==> src/rtl/serial_adder_ctrl_pkg.sv <==
// Shared types for the bit-serial add/subtract controller.
// State encoding and operation codes used by the top and the bench.
package serial_adder_ctrl_pkg;

    typedef enum logic [1:0] {
        IDLE = 2'd0,
        RUN  = 2'd1,
        DONE = 2'd2
    } state_t;

    localparam logic OP_ADD = 1'b0;
    localparam logic OP_SUB = 1'b1;

endpackage

==> src/rtl/serial_adder_ctrl_fa_cell.sv <==
// One-bit full adder built from gate primitives.
// This is the only arithmetic cell in the serial datapath.
module fa_cell (
    input  logic a,
    input  logic b,
    input  logic c_in,
    output logic sum,
    output logic carry
);

    logic ab_x;
    logic ab_a;
    logic cx_a;

    xor g_x0 (ab_x, a, b);
    xor g_x1 (sum, ab_x, c_in);
    and g_a0 (ab_a, a, b);
    and g_a1 (cx_a, ab_x, c_in);
    or  g_o0 (carry, ab_a, cx_a);

endmodule

==> src/rtl/serial_adder_ctrl.sv <==
// Bit-serial add/subtract: one full-adder cell walked LSB first,
// one bit per clock, result presented with a one-cycle done pulse.
module serial_adder_ctrl
    import serial_adder_ctrl_pkg::*;
#(
    parameter int WIDTH = 8
) (
    input  logic             clk,
    input  logic             rst_n,
    input  logic             start,
    input  logic             op,
    input  logic [WIDTH-1:0] a,
    input  logic [WIDTH-1:0] b,
    input  logic             c_in,
    output logic             busy,
    output logic             done,
    output logic [WIDTH-1:0] sum,
    output logic             c_out,
    output logic             ovf
);

    localparam int CW = $clog2(WIDTH);
    localparam logic [CW-1:0] LAST = CW'(WIDTH - 1);
    localparam logic [CW-1:0] PEN  = CW'(WIDTH - 2);

    state_t state;
    state_t state_nxt;

    logic [WIDTH-1:0] sh_a;
    logic [WIDTH-1:0] sh_b;
    logic [WIDTH-1:0] result;
    logic [CW-1:0]    cnt;
    logic             carry;
    logic             msb_cin;
    logic             cell_sum;
    logic             cell_c;
    logic             accept;

    assign accept = start && (state != RUN);

    fa_cell u_cell (
        .a     (sh_a[0]),
        .b     (sh_b[0]),
        .c_in  (carry),
        .sum   (cell_sum),
        .carry (cell_c)
    );

    always_ff @(posedge clk or negedge rst_n) begin
        if (!rst_n) begin
            state <= IDLE;
        end else begin
            state <= state_nxt;
        end
    end

    always_comb begin
        state_nxt = state;
        unique case (state)
            IDLE:    state_nxt = start ? RUN : IDLE;
            RUN:     state_nxt = (cnt == LAST) ? DONE : RUN;
            DONE:    state_nxt = start ? RUN : IDLE;
            default: state_nxt = IDLE;
        endcase
    end

    always_comb begin
        busy = (state == RUN);
        done = (state == DONE);
    end

    always_ff @(posedge clk or negedge rst_n) begin
        if (!rst_n) begin
            sh_a    <= '0;
            sh_b    <= '0;
            result  <= '0;
            cnt     <= '0;
            carry   <= 1'b0;
            msb_cin <= 1'b0;
            sum     <= '0;
            c_out   <= 1'b0;
            ovf     <= 1'b0;
        end else if (accept) begin
            sh_a    <= a;
            sh_b    <= (op == OP_SUB) ? ~b : b;
            carry   <= (op == OP_SUB) ? 1'b1 : c_in;
            result  <= '0;
            cnt     <= '0;
            msb_cin <= 1'b0;
            sum     <= '0;
            c_out   <= 1'b0;
            ovf     <= 1'b0;
        end else if (state == RUN) begin
            result <= {cell_sum, result[WIDTH-1:1]};
            carry  <= cell_c;
            sh_a   <= sh_a >> 1;
            sh_b   <= sh_b >> 1;
            cnt    <= cnt + CW'(1);
            // carry out of bit WIDTH-2 is the carry into the MSB
            if (cnt == PEN) begin
                msb_cin <= cell_c;
            end
            if (cnt == LAST) begin
                sum   <= {cell_sum, result[WIDTH-1:1]};
                c_out <= cell_c;
                ovf   <= msb_cin ^ cell_c;
            end
        end
    end

endmodule

==> config.mk <==
export PLATFORM = sky130hd
export DESIGN_NAME = serial_adder_ctrl
export DESIGN_NICKNAME = d
export VERILOG_FILES = /design/src/rtl/serial_adder_ctrl_pkg.sv /design/src/rtl/serial_adder_ctrl_fa_cell.sv /design/src/rtl/serial_adder_ctrl.sv
export SDC_FILE = /design/constraint.sdc
export NUM_CORES = 1
export LEC_CHECK = 0
export CAP_MARGIN = 20
export CORE_MARGIN = 5
export CORE_UTILIZATION = 46
export DETAILED_ROUTE_END_ITERATION = 8
export GPL_ROUTABILITY_DRIVEN = 0
export PLACE_DENSITY = 0.74
export SLEW_MARGIN = 10
export SYNTH_ARGS = -nofsm -noshare
export SYNTH_HDL_FRONTEND = slang
export SYNTH_SLANG_ARGS = --single-unit
==> constraint.sdc <==
create_clock -name clk -period 1.29 [get_ports clk]
set_input_delay 0.258 -clock clk [delete_from_list [all_inputs] [get_ports clk]]
set_output_delay 0.258 -clock clk [all_outputs]
set_load 0.02 [all_outputs]
==> run summary, run 1 <==
The run finished, with violations left. The final reports fail on negative setup slack. Transition time of the tightest slew-check pin: 0.305 ns. The most critical setup path has its startpoint at cnt[1]$_DFFE_PN0P_. In this run the static leakage power is 1.19 nW.

The largest total area in the synthesized netlist belongs to dfrtp_1. The tools report the depth of the CTS H-tree as 2. Summed over all layers, the global routing overflow is 0. The number of design rule violations left after detail routing is 0. The endpoint identified for the worst register-to-register timing path is sum[1]$_DFFE_PN0P_. For the number of fillers in the final layout, the log shows 309. Across the VDD grid, the largest voltage drop is 0.00115 V. The detailed router finished its first iteration with 84 violations. The run gives 0 as the initial antenna violation count.

By instance count, the leading cell after synthesis is dfrtp_1. Relative to the synthesized area, the layout overhead comes to 37.6%. Setup repair after global routing could not meet its margin everywhere. The total count of hold-check failures in the final report is 0, and the area share of the largest cell type after synthesis is 55.4%.

The setup TNS after final layout came out at -0.249 ns. The main flop type after synthesis is dfrtp_1. The floorplan step set the die width to 72.7 um.

For the number of global-route vias before repair, the log shows 1,379. The setup slack of the critical path after layout came out at -0.0382 ns. The worst register-to-register path begins at cnt[1]$_DFFE_PN0P_. After clock tree synthesis, the clock-pin slew on the worst setup and hold paths is 0.07 ns. The clock latency of the later-clocked register in the worst-skew pair was 0.29 ns; the post-detailed-routing wire length was 3.96 mm. The count of cells in the finished layout, fillers not included, comes to 252.

In this run the worst setup path terminates at sum[1]$_DFFE_PN0P_. After synthesis, the cell types taking the most area are dfrtp_1 55%, mux2i_1 9.4%, a22o_1 6.8%. For this configuration, the core starts out at a cell density of 48.3%. In the final layout, the multi-input gates occupy 771 um^2. For the number of failing setup endpoints in the final timing report, the log shows 10. The tools report the number of placed I/O pins as 33. Counting I/O delays and the setup requirement, the final critical path takes 1.33 ns.

TritonCTS built the clock tree. The post-route netlist has 21.6% of its cells at a drive strength greater than 1. Counting flops with a built-in enable in the synthesized netlist gives 0.

The logic depth of the worst register-to-register path was 6. For this run, the total global-route usage over all layers was measured as 16.1%. The worst path uses 103% of the clock period.

The tools report the sequential cell area as 1000 um^2. The maximum buffer depth of the clock tree came out at 2. Summed over all nets, the half-perimeter wirelength after detailed placement is 2.65 mm.

The instance count after placement with tap cells included is 241, and the cell area after synthesis is 1810 um^2. Count of max-cap constraint violations: 0. The setup check on the worst reg-to-reg path leaves a slack of -0.04 ns. The logs give -0.290 ns for the placement-stage worst setup slack and 152 for the number of instances in the synthesized netlist. The logs give 0 for the number of antenna-violating nets in the routed design and 5280 um^2 for the die area. The cell sitting at the root of the clock tree is a clkbuf_8.

The floorplan step defined a core boundary enclosing 3740 um^2. 0 antenna diodes ended up in the layout. The total power density per cell area works out to 2010 nW/um^2. The count of state elements after synthesis is 40, and the count of yosys warnings during synthesis is 0. For this run, the post-layout net count is 231. The share of synthesized registers carrying an async set or reset works out to 100%.

The final route contains 1,326 vias. In this run the tightest slew margin relative to its limit is 79.6%. The number of clock buffers added by TritonCTS is 5. Endpoint class of the critical path: a flop. The fmax came out at 753 MHz. Pin count of the biggest net entering global routing: 41.

The total nets after synthesis is 177. The category of the critical setup timing path is reg -> reg. The die is 72.7 um tall. The count of buffers added on input and output ports is 32. Counting instances in the post-synthesis netlist gives the leading cell types as 40 x dfrtp_1, 18 x o21ai_0, 17 x mux2i_1, 17 x nand2_1, 14 x a22o_1. The worst hold path belongs to the class in -> async. The first global-routing pass estimated 6.57 mm of wire. The mean instance size in the synthesized netlist is 11.9 um^2.

Number of library cell types mapped by synthesis: 27. STA classifies the critical path startpoint as a flop. The number of core rows was 22; the fraction of the yosys area taken by sequential cells was 55.4%. In this run the worst path has a maximum fanout of 4.

The worst clock skew on the final layout was 0.00766 ns. After detailed routing, the number of vias per cell comes to 5.26. The number of pins with negative max-slew slack in the final report was 0; the number of search-and-repair iterations in the first detailed-routing pass was 4. STA puts the critical path data arrival time at 1.50 ns. Number of sinks driven by the clock tree: 40. Dividing the detail-routed wire length by the instance count gives 15.7 um. The endpoint required time on the critical path is 1.46 ns.
## registers in the layout, indices dropped and copies added, names as in the netlist
name / cells
sh_a: 8
sh_b: 8
sum: 8
result: 7
cnt: 3
state: 2
c_out: 1
carry: 1
msb_cin: 1
ovf: 1
## metal layers
layer	wire length [um]	part of all wire (%)	up-vias	global-route usage (%)
met2	2010	51	28	24.9
met5	0	0	-	0
met1	1730	44	657	21.5
met3	166	4.2	7	3.72
met4	60	1.5	0	6.76
li1	-	-	634	-
## area by class of cell
type | count | share of cell area [%]
clock buffer | 5 | 2.77
inverter | 8 | 1.61
multi-input combinational | 97 | 31.0
sequential | 40 | 40.3
tap | 48 | 2.42
timing repair buffer | 54 | 21.9
## worst max-delay path, stage by stage, from the launching register on
cell,delay (ns)
dfrtp_1,0.39
ha_2,0.20
ha_4,0.17
nand2_4,0.08
inv_8,0.05
buf_12,0.12
a22o_1,0.20
## repair_timing
| item | 4_1_cts | 5_1_grt |
|---|---|---|
| gates cloned | 1 | 0 |
| resized for setup | 28 | 15 |
| setup buffers | 3 | 2 |
| hold buffers | 1 | 0 |
| setup endpoints to repair | 38 | 34 |
| pin swaps | 11 | 4 |
| endpoints found under the hold margin | 40 | 0 |
## through the flow
step | hold slack (ns) | power [mW] | utilization [%] | cell area [um^2]
floorplan | -0.0376 | 3.24 | - | 1820
global placement | 0.237 | 3.95 | 62.1 | 2320
detailed placement | 0.243 | 4.05 | 62.1 | 2320
CTS | 0.474 | 4.89 | 65.2 | 2440
global route | 0.507 | 5.35 | 66.4 | 2490
finish | 0.467 | 5.00 | 66.4 | 2490
## power breakdown
| group | internal [mW] | total (mW) | leakage [nW] | switching (mW) |
|---|---|---|---|---|
| clock | 0.349 | 0.737 | 0.0359 | 0.388 |
| sequential | 1.74 | 2.07 | 0.525 | 0.328 |
| combinational | 1.06 | 2.19 | 0.624 | 1.14 |
## worst min-delay path by stage
stage	startpoint	to	slack, ns	depth (start not counted)
final	rst_n	ovf$_DFFE_PN0P_	0.47	3
after global routing	rst_n	ovf$_DFFE_PN0P_	0.51	3
after CTS	rst_n	ovf$_DFFE_PN0P_	0.47	3
after detailed placement	rst_n	sum[4]$_DFFE_PN0P_	0.24	2
after global placement	rst_n	sum[4]$_DFFE_PN0P_	0.24	2
after floorplan	rst_n	c_out$_DFFE_PN0P_	-0.04	0
## layout by cell type (no fill, tap or decap), types with 3 or more instances in the layout
master            n
mux2i_1          17
o21ai_0          18
nand2_1          17
clkdlybuf4s50_1  18
buf_6             3
clkbuf_8          5
a22o_1           14
buf_4            14
clkdlybuf4s15_1   4
dfrtp_1          40
inv_1             4
buf_12            4
xor2_1            7
dlygate4sd2_1     5
## kinds of logic (layout without fill, tap and decap cells)
kind of cell | after synthesis | after routing | synth area share [%]
mux | 17 | 17 | 9.42
xor+xnor | 9 | 9 | 4.36
fa+ha+maj | 4 | 4 | 3.19
flops | 40 | 40 | 55.4
simple gates | 26 | 26 | 6.99
compound gates | 40 | 41 | 15.9
buf+inv | 16 | 67 | 4.78
Power figures use the tool's default switching activity.
==> run 2, diff against run 1 <==
CORE_MARGIN = unset   (was 5)
==> run 2 against run 1 <==
  * The flow still finishes with violations (negative setup slack)
  * Via count fell by 0.98%
  * Total power increased by 1.3%
  * Clock-buffer cell count grew 2
  * Worst hold slack lost 0.0072 ns
  * Setup slack improved by 0.032 ns
  * Cell count is 1.2% higher
  * Largest power group unchanged
==> run summary, run 2 (synthesized netlist as in run 1, its figures left out) <==
The net load switching power is 1.82 mW (-1.9%), and the tightest slew margin relative to the limit is 80.1% (+0.43 points). For the setup slack of the worst register-to-register path, the log shows 0 ns (+0.04 ns). Setup repair after global routing could not meet its margin everywhere.

The leakage power of the design came out at 1.19 nW (+0.41%). The average via count per standard cell was 5.15 (-2.1%). The post-detailed-routing wire length is 3.58 mm (-9.6%), and the transition time of the tightest slew-check pin is 0.298 ns (-0.00647 ns). The final critical delay including setup and external delays was 1.30 ns (-0.0316 ns). The signal on the critical path passes through and2b_1 -> buf_6.

The global routing stage identified its most utilized layer as met2. The starting density of the core is 48.6% (+0.36 points), and the count of inserted antenna diode cells is 0 (unchanged). Clock latency of the later-clocked register in the worst-skew pair: 0.29 ns (about the same). In the layout the commonest cells are 40 x dfrtp_1, 18 x o21ai_0, 18 x clkdlybuf4s50_1. The data arrival at the endpoint of the critical path is 1.04 ns (-0.46 ns). The logs give 2.47 mm (-6.8%) for the half-perimeter wire length after detailed placement and 0 (unchanged) for the number of design rule violations left after detail routing. The highest fanout seen on the critical path is 3 (-1), and the worst clock skew on the final layout is 0.00391 ns (-0.00375 ns).

The critical path is of the reg -> out type. For the count of max-cap constraint violations, the log shows 0 (unchanged). Clock transition at the registers of the reported paths: 0.07 ns (about the same). Among all stages on the critical path, the largest delay is contributed by dfrtp_1. The logic depth of the worst register-to-register path works out to 6 (unchanged). The number of pins with negative max-slew slack in the final report was 0 (unchanged); the maximum buffer depth of the clock tree was 2 (unchanged). For the cell-internal power, the log shows 3.25 mW (+3.2%). The tools report the startpoint of the most critical register-to-register path as cnt[0]$_DFFE_PN0P_. The pin count of the biggest net entering global routing came out at 41 (unchanged). The total power density per cell area was 2030 nW/um^2 (+0.85%). The number of antenna-violating nets in the routed design was 0 (unchanged). The flow ran to the end, but the final reports show violations. The library cell used most frequently in the layout, excluding fill and tap cells, is dfrtp_1. The critical path's largest stage delay was 0.42 ns (+0.03 ns). The fraction of layout cells with a size suffix above 1 is 22.2% (+0.65 points). The total number of vias came out at 1,313 (-0.98%).

The worst hold margin was 0.460 ns (-0.00720 ns); the portion of total power attributed to the clock network was 17.5% (+2.8 points). The global routing met2 resource utilization came out at 29.6% (+4.7 points). The largest registers in the layout are sh_a (8), sh_b (8), sum (8). The depth of the CTS H-tree was 2 (unchanged). The period utilization is 101% (-2.4 points). The run gives 40 (unchanged) as the number of sinks driven by the clock tree. The most critical setup path has its startpoint at state[0]$_DFF_PN0_. The net count of the finished layout came out at 232 (+0.43%).

The logs give 4180 um^2 (-21%) for the die area and 5.06 mW (+1.3%) for the final total power. The path type of the worst min-delay path is in -> async. The run gives 61 (-27%) as the number of violations reported at the end of detailed-routing iteration 0. Placeable core region: 3720 um^2 (-0.74%).

For the number of search-and-repair iterations in the first detailed-routing pass, the log shows 2 (-2). The tools report the launching element type of the critical path as a flop. The logs give 0 (unchanged) for the total count of hold-check failures in the final report and 6.01 mm (-8.5%) for the wire length of the first global-routing pass. The run gives 19.1% (+3.0 points) as the total routing resource utilization after global routing.

Endpoint of the most critical register-to-register path: sum[0]$_DFFE_PN0P_. The overflow left after global routing came out at 0 (unchanged). The worst voltage drop across the vdd grid was 0.00131 V (+13%); the setup slack of the critical path after layout was -0.00666 ns (+0.0316 ns). The switching power as a share of total power was 35.9% (-1.2 points); the placement-stage worst setup slack was -0.278 ns (+0.0122 ns). The logs give 5 (unchanged) for the TritonCTS buffer count and 771 MHz (+2.4%) for the fmax. The number of failing setup endpoints in the final timing report was 3 (-7). The number of global-route vias before repair was 1,291 (-6.4%); the number of placed I/O pins was 33 (unchanged).

Number of buffers inserted by port buffering: 32 (unchanged). Die extent in x: 64.7 um (-11%). CTS placed an instance of clkbuf_8 at the clock tree root. In this run the worst setup path terminates at done. The routed wire length per instance is 14.1 um (-11%). The global routing usage on met1 is 25.6% (+4.1 points), and the endpoint required time on the critical path is 1.03 ns (-0.43 ns). The tools report the endpoint class of the critical path as an output port. The final reports fail on negative setup slack. The area growth from synthesis to layout is 38.2%.

The met3 routing resource usage after global routing came out at 5.28% (+1.6 points). For the initial antenna violation count, the log shows 0 (unchanged). The run gives 40.7% (-0.7 points) as the register share of total power. TritonCTS built the clock tree. The number of core rows was 22 (unchanged).

The die span in y works out to 64.7 um (-11%). The run gives 41.8% (-2.1 points) as the combinational share of power.
-- run 2: final cells by class --
class                   count  area (um^2)
flip-flops and latches     40         1000
multi-input cells          97          779
well taps                  48         60.1
repair buffers             54          514
fillers                   282         1220
clock buffers               7         96.3
inverters                   8         40.0
repair inverters            1         6.26
-- run 2: what timing repair did --
action | CTS | global route
gates resized for setup | 28 | 16
pin swaps | 3 | 5
cloned | 1 | 1
hold buffers | 1 | 0
endpoints found under the hold margin | 40 | 0
buffers inserted | 0 | 2
endpoints found under the setup margin | 24 | 35
-- run 2: worst min path at each step --
stage                     start  cells past startpoint            endpoint
final                     rst_n                      3     ovf$_DFFE_PN0P_
after global routing      rst_n                      3  sum[5]$_DFFE_PN0P_
after CTS                 rst_n                      3  sum[5]$_DFFE_PN0P_
after detailed placement  rst_n                      2  state[1]$_DFF_PN0_
after global placement    rst_n                      2  state[1]$_DFF_PN0_
after floorplan           rst_n                      0   c_out$_DFFE_PN0P_
-- run 2: through the flow --
step / area (um^2) / setup TNS [ns] / std cells / util, %
final: 2500 / -0.0110 / 255 / 67.2
after global routing: 2500 / -0.460 / 255 / 67.2
after CTS: 2420 / -0.0415 / 252 / 65.3
after detailed placement: 2300 / -6.34 / 243 / 61.9
after global placement: 2300 / -5.19 / 243 / 61.9
after floorplan: 1820 / 0 / 152 / -
-- run 2: power by group through the flow --
stage               registers [mW]  clock network, mW  logic, mW
global placement              2.05                  0       1.89
detailed placement            2.08                  0       1.95
floorplan                     2.12                  0       1.12
finish                        2.06              0.884       2.12
global route                  2.13              0.964       2.33
CTS                           2.05              0.903       1.97
-- run 2: worst max-delay path: cells and delay by family, from the launching register on --
| family | cells | cell delay (ns) |
|---|---|---|
| DFF | 1 | 0.42 |
| and+or+nand+nor | 1 | 0.22 |
| buffers and inverters | 1 | 0.11 |
-- run 2: layer usage --
layer  routed length [um]  vias up  part of all wire, %
met5                    0        -                    0
li1                     -      641                    -
met3                  100        6                  2.8
met1                 1710      651                   48
met2                 1720       15                   48
met4                   52        0                  1.5
==> run 3, diff against run 2 <==
CORE_UTILIZATION = 48   (was 46)
CTS_BUF_LIST = sky130_fd_sc_hd__clkbuf_2 sky130_fd_sc_hd__clkbuf_4 sky130_fd_sc_hd__clkbuf_8   (was unset)
PLACE_DENSITY = 0.77   (was 0.74)
==> run 3 against run 2 <==
  * Flip-flop and latch count unchanged
  * Worst hold slack got worse by 0.056 ns
  * Largest cell class unchanged
  * Cell area increased by 6.4%
  * Highest routed layer unchanged
  * Global-route usage increased by 2.7 points
  * The run still ends with negative setup slack left
==> run summary, run 3 (synthesized netlist as in run 1, its figures left out) <==
The final critical delay including setup and external delays was 1.43 ns (+0.131 ns). The tools report the overflow left after global routing as 0 (unchanged). The tools report the fmax as 701 MHz (-9.2%).

The wire length of the first global-routing pass is 6.47 mm (+7.7%), and the placeable core region is 3470 um^2 (-6.7%). The number of pins with negative max-slew slack in the final report came out at 0 (unchanged). The run gives 238 (+2.6%) as the net count of the finished layout.

The final total power was 6.00 mW (+18%); the pin count of the biggest net entering global routing was 27 (-34%). The number of violations reported at the end of detailed-routing iteration 0 is 35 (-43%). The critical path is of the reg -> out type. The TritonCTS buffer count came out at 5 (unchanged). The flow ran to the end, but the final reports show violations. The count of inserted antenna diode cells was 0 (unchanged); the total power density per cell area was 2260 nW/um^2 (+11%). The logs give 1.78 mm (+4.1%) for the met1 wire length and 1.27 nW (+6.4%) for the leakage power of the design. The number of failing setup endpoints in the final timing report came out at 13 (+10).

The tree is rooted in a clkbuf_8. The total number of vias is 1,406 (+7.1%). The run gives 0 (unchanged) as the number of design rule violations left after detail routing. Register share of total power: 35.1% (-5.6 points). The setup TNS after final layout is -0.655 ns (-0.645 ns).

The critical path starts at state[0]$_DFF_PN0_. The clock transition at the registers of the reported paths is 0.08 ns (about the same), and the depth of the CTS H-tree is 2 (unchanged). The worst voltage drop across the vdd grid is 0.00143 V (+9.4%), and the fraction of layout cells with a size suffix above 1 is 27.1% (+4.9 points). The starting density of the core is 52.1% (+3.5 points), and the total routing resource utilization after global routing is 21.7% (+2.7 points).

Leaving out fill and tap cells, the most frequent cells in the layout are 40 x dfrtp_1, 19 x buf_4, 18 x o21ai_0, 18 x clkdlybuf4s50_1, 17 x mux2i_1. The largest registers in the layout are sh_a (8), sh_b (8), sum (8). The met3 wire length is 190 um (+90%), and the share of the core filled with cells is 76.6% (+9.4 points). Setup slack of the critical path after layout: -0.138 ns (-0.131 ns).

The most frequent standard cell in the layout excluding fill and tap cells is dfrtp_1. The placement-stage worst setup slack was -0.225 ns (+0.0530 ns). For the portion of total power attributed to the clock network, the log shows 23.6% (+6.1 points). The path type of the worst min-delay path was in -> async.

The worst clock skew on the final layout is 0.00777 ns (+0.00386 ns), and the half-perimeter wire length after detailed placement is 2.53 mm (+2.3%). The number of antenna-violating nets in the routed design was 0 (unchanged); the cell-internal power was 3.98 mW (+23%). The period utilization is 111% (+10 points). The logs give 33 (unchanged) for the number of placed I/O pins and 0.30 ns (about the same) for the clock latency of the later-clocked register in the worst-skew pair.

The tools report the tightest slew margin relative to the limit as 76.0% (-4.1 points). The tools report the initial antenna violation count as 0 (unchanged). The die extent in x came out at 63.4 um (-2.0%). The worst setup path is captured at an output port.

The total count of hold-check failures in the final report was 0 (unchanged). Combinational share of power: 41.3% (-0.5 points). Top metal layer carrying routed signals: met4. The number of core rows was 21 (-4.5%). The maximum buffer depth of the clock tree came out at 2 (unchanged). STA classifies the critical path startpoint as a flop. The die span in y was 63.4 um (-2.0%). The placement-stage cell area was 2280 um^2 (-0.76%). For the number of search-and-repair iterations in the first detailed-routing pass, the log shows 4 (+2).

The routed wire length per instance came out at 15.8 um (+13%). For the number of sinks driven by the clock tree, the log shows 40 (unchanged). The final reports fail on negative setup slack. The count of max-cap constraint violations is 0 (unchanged), and the transition time of the tightest slew-check pin is 0.360 ns (+0.0617 ns). The endpoint required time on the critical path is 1.03 ns (about the same). TritonCTS built the clock tree. The die area was 4010 um^2 (-4.0%); the number of buffers inserted by port buffering was 32 (unchanged).

The length of routed met2 wiring is 2.08 mm (+21%), and the average via count per standard cell is 5.41 (+5.0%). The net load switching power is 2.02 mW (+11%), and the switching power as a share of total power is 33.7% (-2.2 points). The tools report the number of global-route vias before repair as 1,364 (+5.7%). The highest fanout seen on the critical path works out to 2 (-1).

The logs give 236 (-16%) for the number of fillers in the final layout and 1.17 ns (+0.13 ns) for the data arrival at the endpoint of the critical path. The signed area change from the synthesized netlist to the final layout came out at 47.0%. Setup repair after global routing could not meet its margin everywhere. The post-detailed-routing wire length was 4.12 mm (+15%); the post-route standard cell area excluding fillers was 2660 um^2 (+6.4%). The startpoint of the most critical register-to-register path was carry$_DFFE_PN0P_.
-- run 3: cell types whose count changed in the layout (fill, tap and decap cells not counted), moves of 2 or more --
cell,delta
ha_4,+2
clkbuf_8,-2
nand2_4,+2
dlygate4sd2_1,-2
bufinv_16,+3
inv_4,-2
buf_6,+3
buf_4,+3
-- run 3: metal layers --
| metal | track usage [%] | vias up |
|---|---|---|
| li1 | - | 655 |
| met1 | 26.7 | 715 |
| met2 | 35.6 | 28 |
| met3 | 6.52 | 8 |
| met4 | 8.52 | 0 |
| met5 | 0 | - |
-- run 3: area by class of cell --
cell class	count	area [um^2]	area share (%)
Tap cell	46	57.6	2.17
Clock inverter	3	90.1	3.39
Timing Repair Buffer	61	588	22.1
Sequential cell	40	1000	37.7
Multi-Input combinational cell	97	808	30.4
Clock buffer	5	68.8	2.59
Inverter	8	42.5	1.60
-- run 3: what timing repair did --
| item | CTS | global route |
|---|---|---|
| cloned | 1 | 0 |
| gates resized for setup | 33 | 29 |
| buffers inserted | 2 | 11 |
| endpoints found under the hold margin | 14 | 0 |
| setup endpoints to repair | 29 | 27 |
| hold buffers | 1 | 0 |
| pin swaps | 3 | 13 |
-- run 3: power by group through the flow --
stage	Clock, mW	Sequential, mW	Combinational (mW)
after detailed placement	0	2.07	1.97
after floorplan	0	2.12	1.12
final	1.41	2.11	2.48
after global placement	0	2.05	1.88
after CTS	1.43	2.07	2.10
after global routing	1.49	2.16	2.70
-- run 3: path summary, 6_finish.rpt --
kind / endpoint / slack (ns) / cells past startpoint
max in group asynchronous: sh_b[7]$_DFFE_PN0P_ / 0.42 / 3
max: done / -0.14 / 3
min: sum[6]$_DFFE_PN0P_ / 0.40 / 2
min reg2reg: sh_a[3]$_DFFE_PN0P_ / 0.49 / 2
min in group clk: result[7]$_DFFE_PN0P_ / 0.47 / 3
max reg2reg: ovf$_DFFE_PN0P_ / -0.07 / 5
-- run 3: through the flow --
step | cells | hold slack (ns)
5_1_grt | 260 | 0.420
3_3_place_gp | 239 | 0.181
6_report | 260 | 0.404
3_5_place_dp | 239 | 0.185
4_1_cts | 251 | 0.409
2_1_floorplan | 152 | -0.0376
-- run 3: critical path: stages (launching register included) --
cell and delay [ns]:
dfrtp_1 0.42, buf_6 0.13, and2b_1 0.19, buf_6 0.11
